--- config.mk ---
export PLATFORM = sky130hd
export DESIGN_NAME = id_operand_unit
export DESIGN_NICKNAME = d
export VERILOG_FILES = /design/src/rtl/id_operand_unit_pkg.sv /design/src/rtl/id_fwd_port_sel.sv /design/src/rtl/id_operand_unit.sv
export SDC_FILE = /design/constraint.sdc
export NUM_CORES = 1
export LEC_CHECK = 0
export ABC_CLOCK_PERIOD_IN_PS = 7900
export BUFFER_PORTS_ARGS = -buffer_cell sky130_fd_sc_hd__buf_4
export CORE_ASPECT_RATIO = 0.75
export CORE_MARGIN = 2
export CORE_UTILIZATION = 45
export DETAILED_ROUTE_END_ITERATION = 6
export PLACE_DENSITY = 0.62
export SLEW_MARGIN = 30
export SYNTH_ARGS = -nofsm -noshare
export SYNTH_HDL_FRONTEND = slang
export SYNTH_HIERARCHICAL = 1
export SYNTH_SLANG_ARGS = --single-unit
--- constraint.sdc ---
create_clock -name clk -period 7.9 [get_ports clk]
set_input_delay 1.58 -clock clk [delete_from_list [all_inputs] [get_ports clk]]
set_output_delay 1.58 -clock clk [all_outputs]
set_load 0.01 [all_outputs]
--- src/rtl/id_operand_unit_pkg.sv ---
// Shared constants and types for the ID operand-fetch slice: default widths,
// stall-bus bit positions, forwarding-source indices and the ID/EX update action.
package id_operand_unit_pkg;

  localparam int DATA_W_DEF = 32;
  localparam int ADDR_W_DEF = 5;

  // Bit positions on the pipeline stall bus that drive stall_id / stall_ex.
  localparam int STALL_ID_BIT = 0;
  localparam int STALL_EX_BIT = 1;

  // Forwarding source order; lower index is younger and wins.
  localparam int FWD_EX  = 0;
  localparam int FWD_MEM = 1;
  localparam int FWD_WB  = 2;

  typedef enum logic [1:0] {
    IDEX_HOLD,
    IDEX_CLEAR,
    IDEX_BUBBLE,
    IDEX_LOAD
  } idex_op_e;

endpackage

--- src/rtl/id_fwd_port_sel.sv ---
// One read port's forwarding select: youngest matching producer wins, otherwise
// the register-file value; flags a hazard when the winner's result is not ready.
module id_fwd_port_sel
  import id_operand_unit_pkg::*;
#(
  parameter int DATA_W  = DATA_W_DEF,
  parameter int ADDR_W  = ADDR_W_DEF,
  parameter int NUM_FWD = 3
) (
  input  logic                             in_valid,
  input  logic                             rd_used,
  input  logic [ADDR_W-1:0]                rd_addr,
  input  logic [DATA_W-1:0]                rf_rdata,
  input  logic [NUM_FWD-1:0]               fwd_we,
  input  logic [NUM_FWD-1:0]               fwd_ready,
  input  logic [NUM_FWD-1:0][ADDR_W-1:0]   fwd_waddr,
  input  logic [NUM_FWD-1:0][DATA_W-1:0]   fwd_wdata,
  output logic [DATA_W-1:0]                rdata,
  output logic                             hazard
);

  logic [DATA_W-1:0] sel_data;
  logic              sel_ready;

  // Walk oldest to youngest so the lowest-index match is the last to assign.
  always_comb begin
    sel_data  = rf_rdata;
    sel_ready = 1'b1;
    for (int j = NUM_FWD - 1; j >= 0; j--) begin
      if (fwd_we[j] && (fwd_waddr[j] == rd_addr) && (rd_addr != '0)) begin
        sel_data  = fwd_wdata[j];
        sel_ready = fwd_ready[j];
      end
    end
    hazard = in_valid && rd_used && !sel_ready;
    rdata  = in_valid ? sel_data : '0;
  end

endmodule

--- src/rtl/id_operand_unit.sv ---
// ID operand fetch: register file with write-through, NUM_FWD-source forwarding
// with load-use stall detection, and the ID/EX operand register.
module id_operand_unit
  import id_operand_unit_pkg::*;
#(
  parameter int DATA_W  = DATA_W_DEF,
  parameter int ADDR_W  = ADDR_W_DEF,
  parameter int NUM_RD  = 2,
  parameter int NUM_FWD = 3,
  parameter int CNT_W   = 16
) (
  input  logic                      clk,
  input  logic                      rst,
  input  logic                      flush,
  input  logic                      stall_id,
  input  logic                      stall_ex,
  input  logic                      in_valid,
  input  logic [NUM_RD*ADDR_W-1:0]  rd_addr,
  input  logic [NUM_RD-1:0]         rd_used,
  input  logic [NUM_FWD-1:0]        fwd_we,
  input  logic [NUM_FWD*ADDR_W-1:0] fwd_waddr,
  input  logic [NUM_FWD*DATA_W-1:0] fwd_wdata,
  input  logic [NUM_FWD-1:0]        fwd_ready,
  input  logic                      wb_we,
  input  logic [ADDR_W-1:0]         wb_waddr,
  input  logic [DATA_W-1:0]         wb_wdata,
  output logic                      stallreq,
  output logic [NUM_RD*DATA_W-1:0]  comb_rdata,
  output logic                      out_valid,
  output logic [NUM_RD*DATA_W-1:0]  out_rdata,
  output logic [CNT_W-1:0]          stall_cnt
);

  logic [NUM_RD-1:0][ADDR_W-1:0]  ra;
  logic [NUM_FWD-1:0][ADDR_W-1:0] fwa;
  logic [NUM_FWD-1:0][DATA_W-1:0] fwd;
  logic [NUM_RD-1:0][DATA_W-1:0]  rf_rd;
  logic [NUM_RD-1:0][DATA_W-1:0]  comb_a;
  logic [NUM_RD-1:0]              hazard;

  assign ra  = rd_addr;
  assign fwa = fwd_waddr;
  assign fwd = fwd_wdata;

  logic [DATA_W-1:0] rf [2**ADDR_W];

  always_ff @(posedge clk) begin
    if (wb_we && (wb_waddr != '0)) rf[wb_waddr] <= wb_wdata;
  end

  for (genvar k = 0; k < NUM_RD; k++) begin : g_port
    // Entry 0 is never written, so the zero guard is what makes it read 0.
    assign rf_rd[k] = (ra[k] == '0)                     ? '0       :
                      (wb_we && (wb_waddr == ra[k]))    ? wb_wdata :
                                                          rf[ra[k]];
    id_fwd_port_sel #(
      .DATA_W (DATA_W),
      .ADDR_W (ADDR_W),
      .NUM_FWD(NUM_FWD)
    ) u_sel (
      .in_valid (in_valid),
      .rd_used  (rd_used[k]),
      .rd_addr  (ra[k]),
      .rf_rdata (rf_rd[k]),
      .fwd_we   (fwd_we),
      .fwd_ready(fwd_ready),
      .fwd_waddr(fwa),
      .fwd_wdata(fwd),
      .rdata    (comb_a[k]),
      .hazard   (hazard[k])
    );
  end

  assign stallreq   = |hazard;
  assign comb_rdata = comb_a;

  idex_op_e idex_op;
  logic     cap_vld;

  // A stalled operand is never captured, even if ID was not told to hold.
  assign cap_vld = in_valid && !stallreq;

  always_comb begin
    idex_op = IDEX_HOLD;
    if (rst || flush)               idex_op = IDEX_CLEAR;
    else if (stall_id && !stall_ex) idex_op = IDEX_BUBBLE;
    else if (!stall_id)             idex_op = IDEX_LOAD;
  end

  always_ff @(posedge clk) begin
    case (idex_op)
      IDEX_CLEAR, IDEX_BUBBLE: begin
        out_valid <= 1'b0;
        out_rdata <= '0;
      end
      IDEX_LOAD: begin
        out_valid <= cap_vld;
        out_rdata <= cap_vld ? comb_rdata : '0;
      end
      default: ;
    endcase
  end

  always_ff @(posedge clk) begin
    if (rst)                            stall_cnt <= '0;
    else if (stallreq && ~&stall_cnt)   stall_cnt <= stall_cnt + 1'b1;
  end

endmodule

Word level (Yosys, flattened, before mapping)
Memories as Yosys holds them, arrays and structs flattened.
Index checks and enable logic that the tools add are counted.
{ "word_totals": {"regBits": 81, "ram_bits": 1024, "inputBits": 173, "output_inout_bits": 146, "word_cells": 79, "memories": 1} }
{ "classes": {"n_addsub": 1, "n_eq_ne": 11, "n_mux": 26, "reduce_logical": 37} }
{ "memory_table": {"columns": ["memory", "words", "word_bits", "read_ports", "rd_ports_with_merged_regs", "write_ports", "line_no", "source"], "rows": [
  ["rf", 32, 32, 2, 0, 1, "id_operand_unit.sv:45", "logic [DATA_W-1:0] rf [2**ADDR_W];"]
]} }
{ "op_table": {"columns": ["cell", "n"], "rows": [
  ["$mux 32", 12],
  ["$pmux 64 s2", 1],
  ["$mux 64", 1],
  ["$eq 5x5->1", 8],
  ["$logic_and 1x1->1", 22],
  ["$add 16x1->16 const B", 1],
  ["$reduce_and 16->1", 1],
  ["$reduce_bool 5->1", 3],
  ["$logic_not 5->1", 2],
  ["$mux 1", 8],
  ["$mux 2", 3],
  ["$logic_not 1->1", 5],
  ["$eq 2x2->1 const B", 2],
  ["$reduce_or 2->1", 2],
  ["$eq 2x1->1 const B", 1],
  ["$pmux 1 s2", 1],
  ["$reduce_bool 2->1", 1],
  ["$logic_or 1x1->1", 1]
]} }

Depth between registers and ports, before layout
{ "logic_depth": {"word_depth": 13, "depth_mapped": 14, "mapped_depth_nobuf": 12} }

Modules after synthesis
The synthesis kept the hierarchy.
{ "by_module_without_submodules": {"columns": ["module", "n_inst", "cells_each", "area_each_um2"], "rows": [
  ["id_operand_unit", 1, 2935, 51715.8],
  ["id_fwd_port_sel", 2, 179, 1427.6]
]} }

Worst setup path after synthesis
Ideal clock, no wire load.
{ "synth_timing": {"kind": "in2out", "startpoint": "input rd_addr[0]", "endpoint": "output comb_rdata[30]", "arrival_time_ps": 3493, "t_required_ps": 6320, "path_slack_ps": 2827, "stages": 9, "path_buffers": 3, "cell_sequence": "buf_4 -> buf_6 -> buf_2 -> mux4_2 -> a22oi_1 -> a21oi_1 -> a211o_1 -> mux2i_1 -> o221ai_2"} }
{ "synth_rtl": {"columns": ["element", "line_no", "source"], "rows": [
  ["from (decl)", "id_operand_unit.sv:18", "input logic [NUM_RD*ADDR_W-1:0] rd_addr,"],
  ["to (decl)", "id_operand_unit.sv:28", "output logic [NUM_RD*DATA_W-1:0] comb_rdata,"]
]} }

==> out/qor.csv <==
metric;value;unit
cell taking the most area after synthesis;edfxtp_1;
Final Net Count;3813;
layout cells sized above 1;30.0;%
Post-synth top flop;edfxtp_1;
Reg-to-Reg End;out_rdata[36]$_SDFFCE_PN0P_;
Leakage;20.9;nW
Max Freq;0.146;GHz
WHS Endpoint;stall_cnt[1]$_SDFFE_PP0P_;
XOR/XNOR Fraction of Synth Area;0.867;%
Sink Count;1105;
post-CTS sizing;0;
min-delay src;stall_cnt[1]$_SDFFE_PP0P_;
Max-Cap Viols;0;
crit-path cells;buf_8 > buf_4 > mux4_2 > nor2_1 > a2111oi_1 > a21oi_1 > a21oi_1 > mux2i_1 > o221ai_2 > buf_4;
die footprint;0.124;sq mm
crit end category;output pin;
setup TNS;0;ns
Tcrit/Tclk final;86.8;%
top-area cell type share of the netlist area;59.9;%
Finished Core Util;52.0;%
post-DP HPWL;124000;um
top cells by area, synth;edfxtp_1 (60%), mux4_2 (15%), mux2i_1 (6.2%), o221ai_2 (1.7%), a22oi_1 (1.6%);
Final Instance Area;0.0624;sq mm
WS Path Type;input port to output pin;
reg2reg path depth;7;
failing checks;design-rule violations;
DR vias;36740;
grt total ovfl;0;
largest net degree at the start of global routing;101;
VDD IR max;0.188;mV
Cell variety after synth;76;
worst slack, placed;1.08;ns
Max stage delay on crit path;0.81;ns
DP Area;0.0591;sq mm
register area;0.0330;sq mm
Clock power frac;38.1;%
met1 WL;79700;um
R2R Path Start;rf[10][4]$_DFFE_PP_;
CTS H-tree depth;3;
R2R Setup Slk;4.70;ns
Syn-to-layout area delta;14.4;%
die width;406;um
number of synthesized flops with an enable pin;1089;
gp weighted congestion;0.939;
Synth Area in Adders;0.0229;%
flop and latch count out of synthesis;1105;
Worst EP required;6.32;ns
number of global-route vias before repair;34672;
Site Rows;110;
Max Slew Vio Count;0;
sequential power share;50.1;%
Initial Utilization;45.4;%
Setup violations, final;0;
Hold Buf Count CTS;0;
Post-synth top cells;edfxtp_1 (1089), mux4_2 (364), mux2i_1 (337), nand2_1 (153), nor2_1 (135);
status;finished with violations;
Ports;319;
latest clock arrival within the worst-skew pair;0.74;ns
DRT Pass-1 Iters;7;
Worst-path clk slew;0.06;ns
Logic pwr share;11.8;%
power density cells;210;mW/mm^2
final WL;198000;um
Final min period;6.86;ns
Total Power;13.1;mW
worst-case clock buffer depth;3;
largest family of logic cells by synthesized area;multiplexers;
Top Layer Used;met5;
setup ws final;1.04;ns
WHS Path Cells;2;
Hold WC Path Type;register to register;
sw frac;25.1;%
worst-path fanout max;40;
Yosys warnings;6;
Final Hold Viols;0;
DRC viols;1;
core area;0.120;sq mm
CTS Root Buffer Type;clkbuf_16;
Syn Area/Cell;16.6;sq um
Num CTS Buffers;106;
simple-gate portion of the synthesized area;5.60;%
Synth Area in Compound Gates;7.62;%
DR WL/cell;37.1;um
Critical Path Start Type;input port;
first-pass GRT wire length;275000;um
post-synthesis mux area share;22.2;%
DR WL met2;85800;um
slew margin rel.;27.0;%
Post-Synthesis Cell Area;0.0546;sq mm
slowest cell on the critical path;a2111oi_1;
initial antenna violation count;14;
final antenna-violating net count;0;
Filler Cells Inserted;9790;
setup repair after global routing missed its margin;false;
Tot GR Track Use;31.6;%
Worst Path Arrival;5.28;ns
most frequent cell after synthesis;edfxtp_1;
P_sw;3.29;mW
Port Buffer Count;318;
async set or reset register ratio after synthesis;0;%
chip height;306;um
final clock skew;0.0338;ns
area of the multi-input gates;0.0203;sq mm
DR iter-0 viols;6052;
worst slew pin tran;1.10;ns
wire length on met3;24400;um
register area share after synthesis;60.5;%
Internal;9.81;mW
Post-CTS Repair Setup Buffers;0;
Via density;6.87;
CTS tree;yes;
Post-Synthesis Cells;3293;
state kept, by name (all words and copies together) (netlist names):
name	flops
out_rdata	64
out_valid	1
rf	1024
stall_cnt	16
how the worst max path moves through the flow:
stage                          end  slack, ns  cells past startpoint  startpoint
floorplan           comb_rdata[30]       2.83                      9  rd_addr[0]
global placement    comb_rdata[45]       1.11                     10  rd_addr[5]
detailed placement  comb_rdata[45]       1.08                     10  rd_addr[5]
CTS                 comb_rdata[45]       1.01                     10  rd_addr[5]
global route        comb_rdata[45]       0.96                     10  rd_addr[5]
finish              comb_rdata[45]       1.04                     10  rd_addr[5]
layer usage:
layer	GRT usage, %	vias up
met4	11.6	16
li1	-	14408
met5	0	-
met1	46.8	19179
met2	45.2	2680
met3	7.54	457
worst max-delay path: cells and delay by family:
family / cells / cell delay [ns]
AO/OA/AOI/OAI: 4 / 1.80
AND/OR/NAND/NOR: 1 / 0.05
buffers and inverters: 3 / 1.17
multiplexers: 2 / 0.58
metrics by stage:
step / cells / hold WS [ns]
final: 5348 / 0.540
after global routing: 5344 / 0.574
after CTS: 5344 / 0.543
after detailed placement: 5155 / 0.528
after global placement: 5152 / 0.498
after floorplan: 3324 / 0.526
cells in the final DEF (no fill, tap or decap), types with 52 or more instances in the layout:
master,instances
a21oi_1,78
a22oi_1,113
and2_1,66
buf_4,455
clkbuf_16,106
edfxtp_1,1089
mux2i_1,337
mux4_2,364
nand2_1,153
nand3_1,100
nor2_1,102
nor3_1,52
o221ai_2,60
power groups by stage:
stage | clock, mW | combinational [mW] | sequential (mW)
floorplan | 0 | 0.835 | 6.69
global placement | 0 | 1.50 | 6.68
detailed placement | 0 | 1.51 | 6.69
CTS | 5.03 | 1.51 | 6.56
global route | 5.24 | 1.60 | 6.57
finish | 4.99 | 1.55 | 6.56
cells by family (layout without fill, tap and decap cells):
group,Yosys count,in the layout
adders and majority gates,1,1
AOI/OAI and AO/OA,518,518
DFF,1105,1105
other,1,36
xor gates and xnor gates,54,54
buffers and inverters,274,670
muxes,725,725
and+or+nand+nor,615,615
cell type report:
class                           instances  area share [%]
Timing Repair Buffer                  474            6.05
Clock inverter                         63           0.904
Inverter                                7          0.0421
Antenna cell                            4          0.0160
Multi-Input combinational cell       1945            32.5
Tap cell                             1624            3.25
Sequential cell                      1105            52.9
Clock buffer                          126            4.37
(Power assumes the default switching activity.)
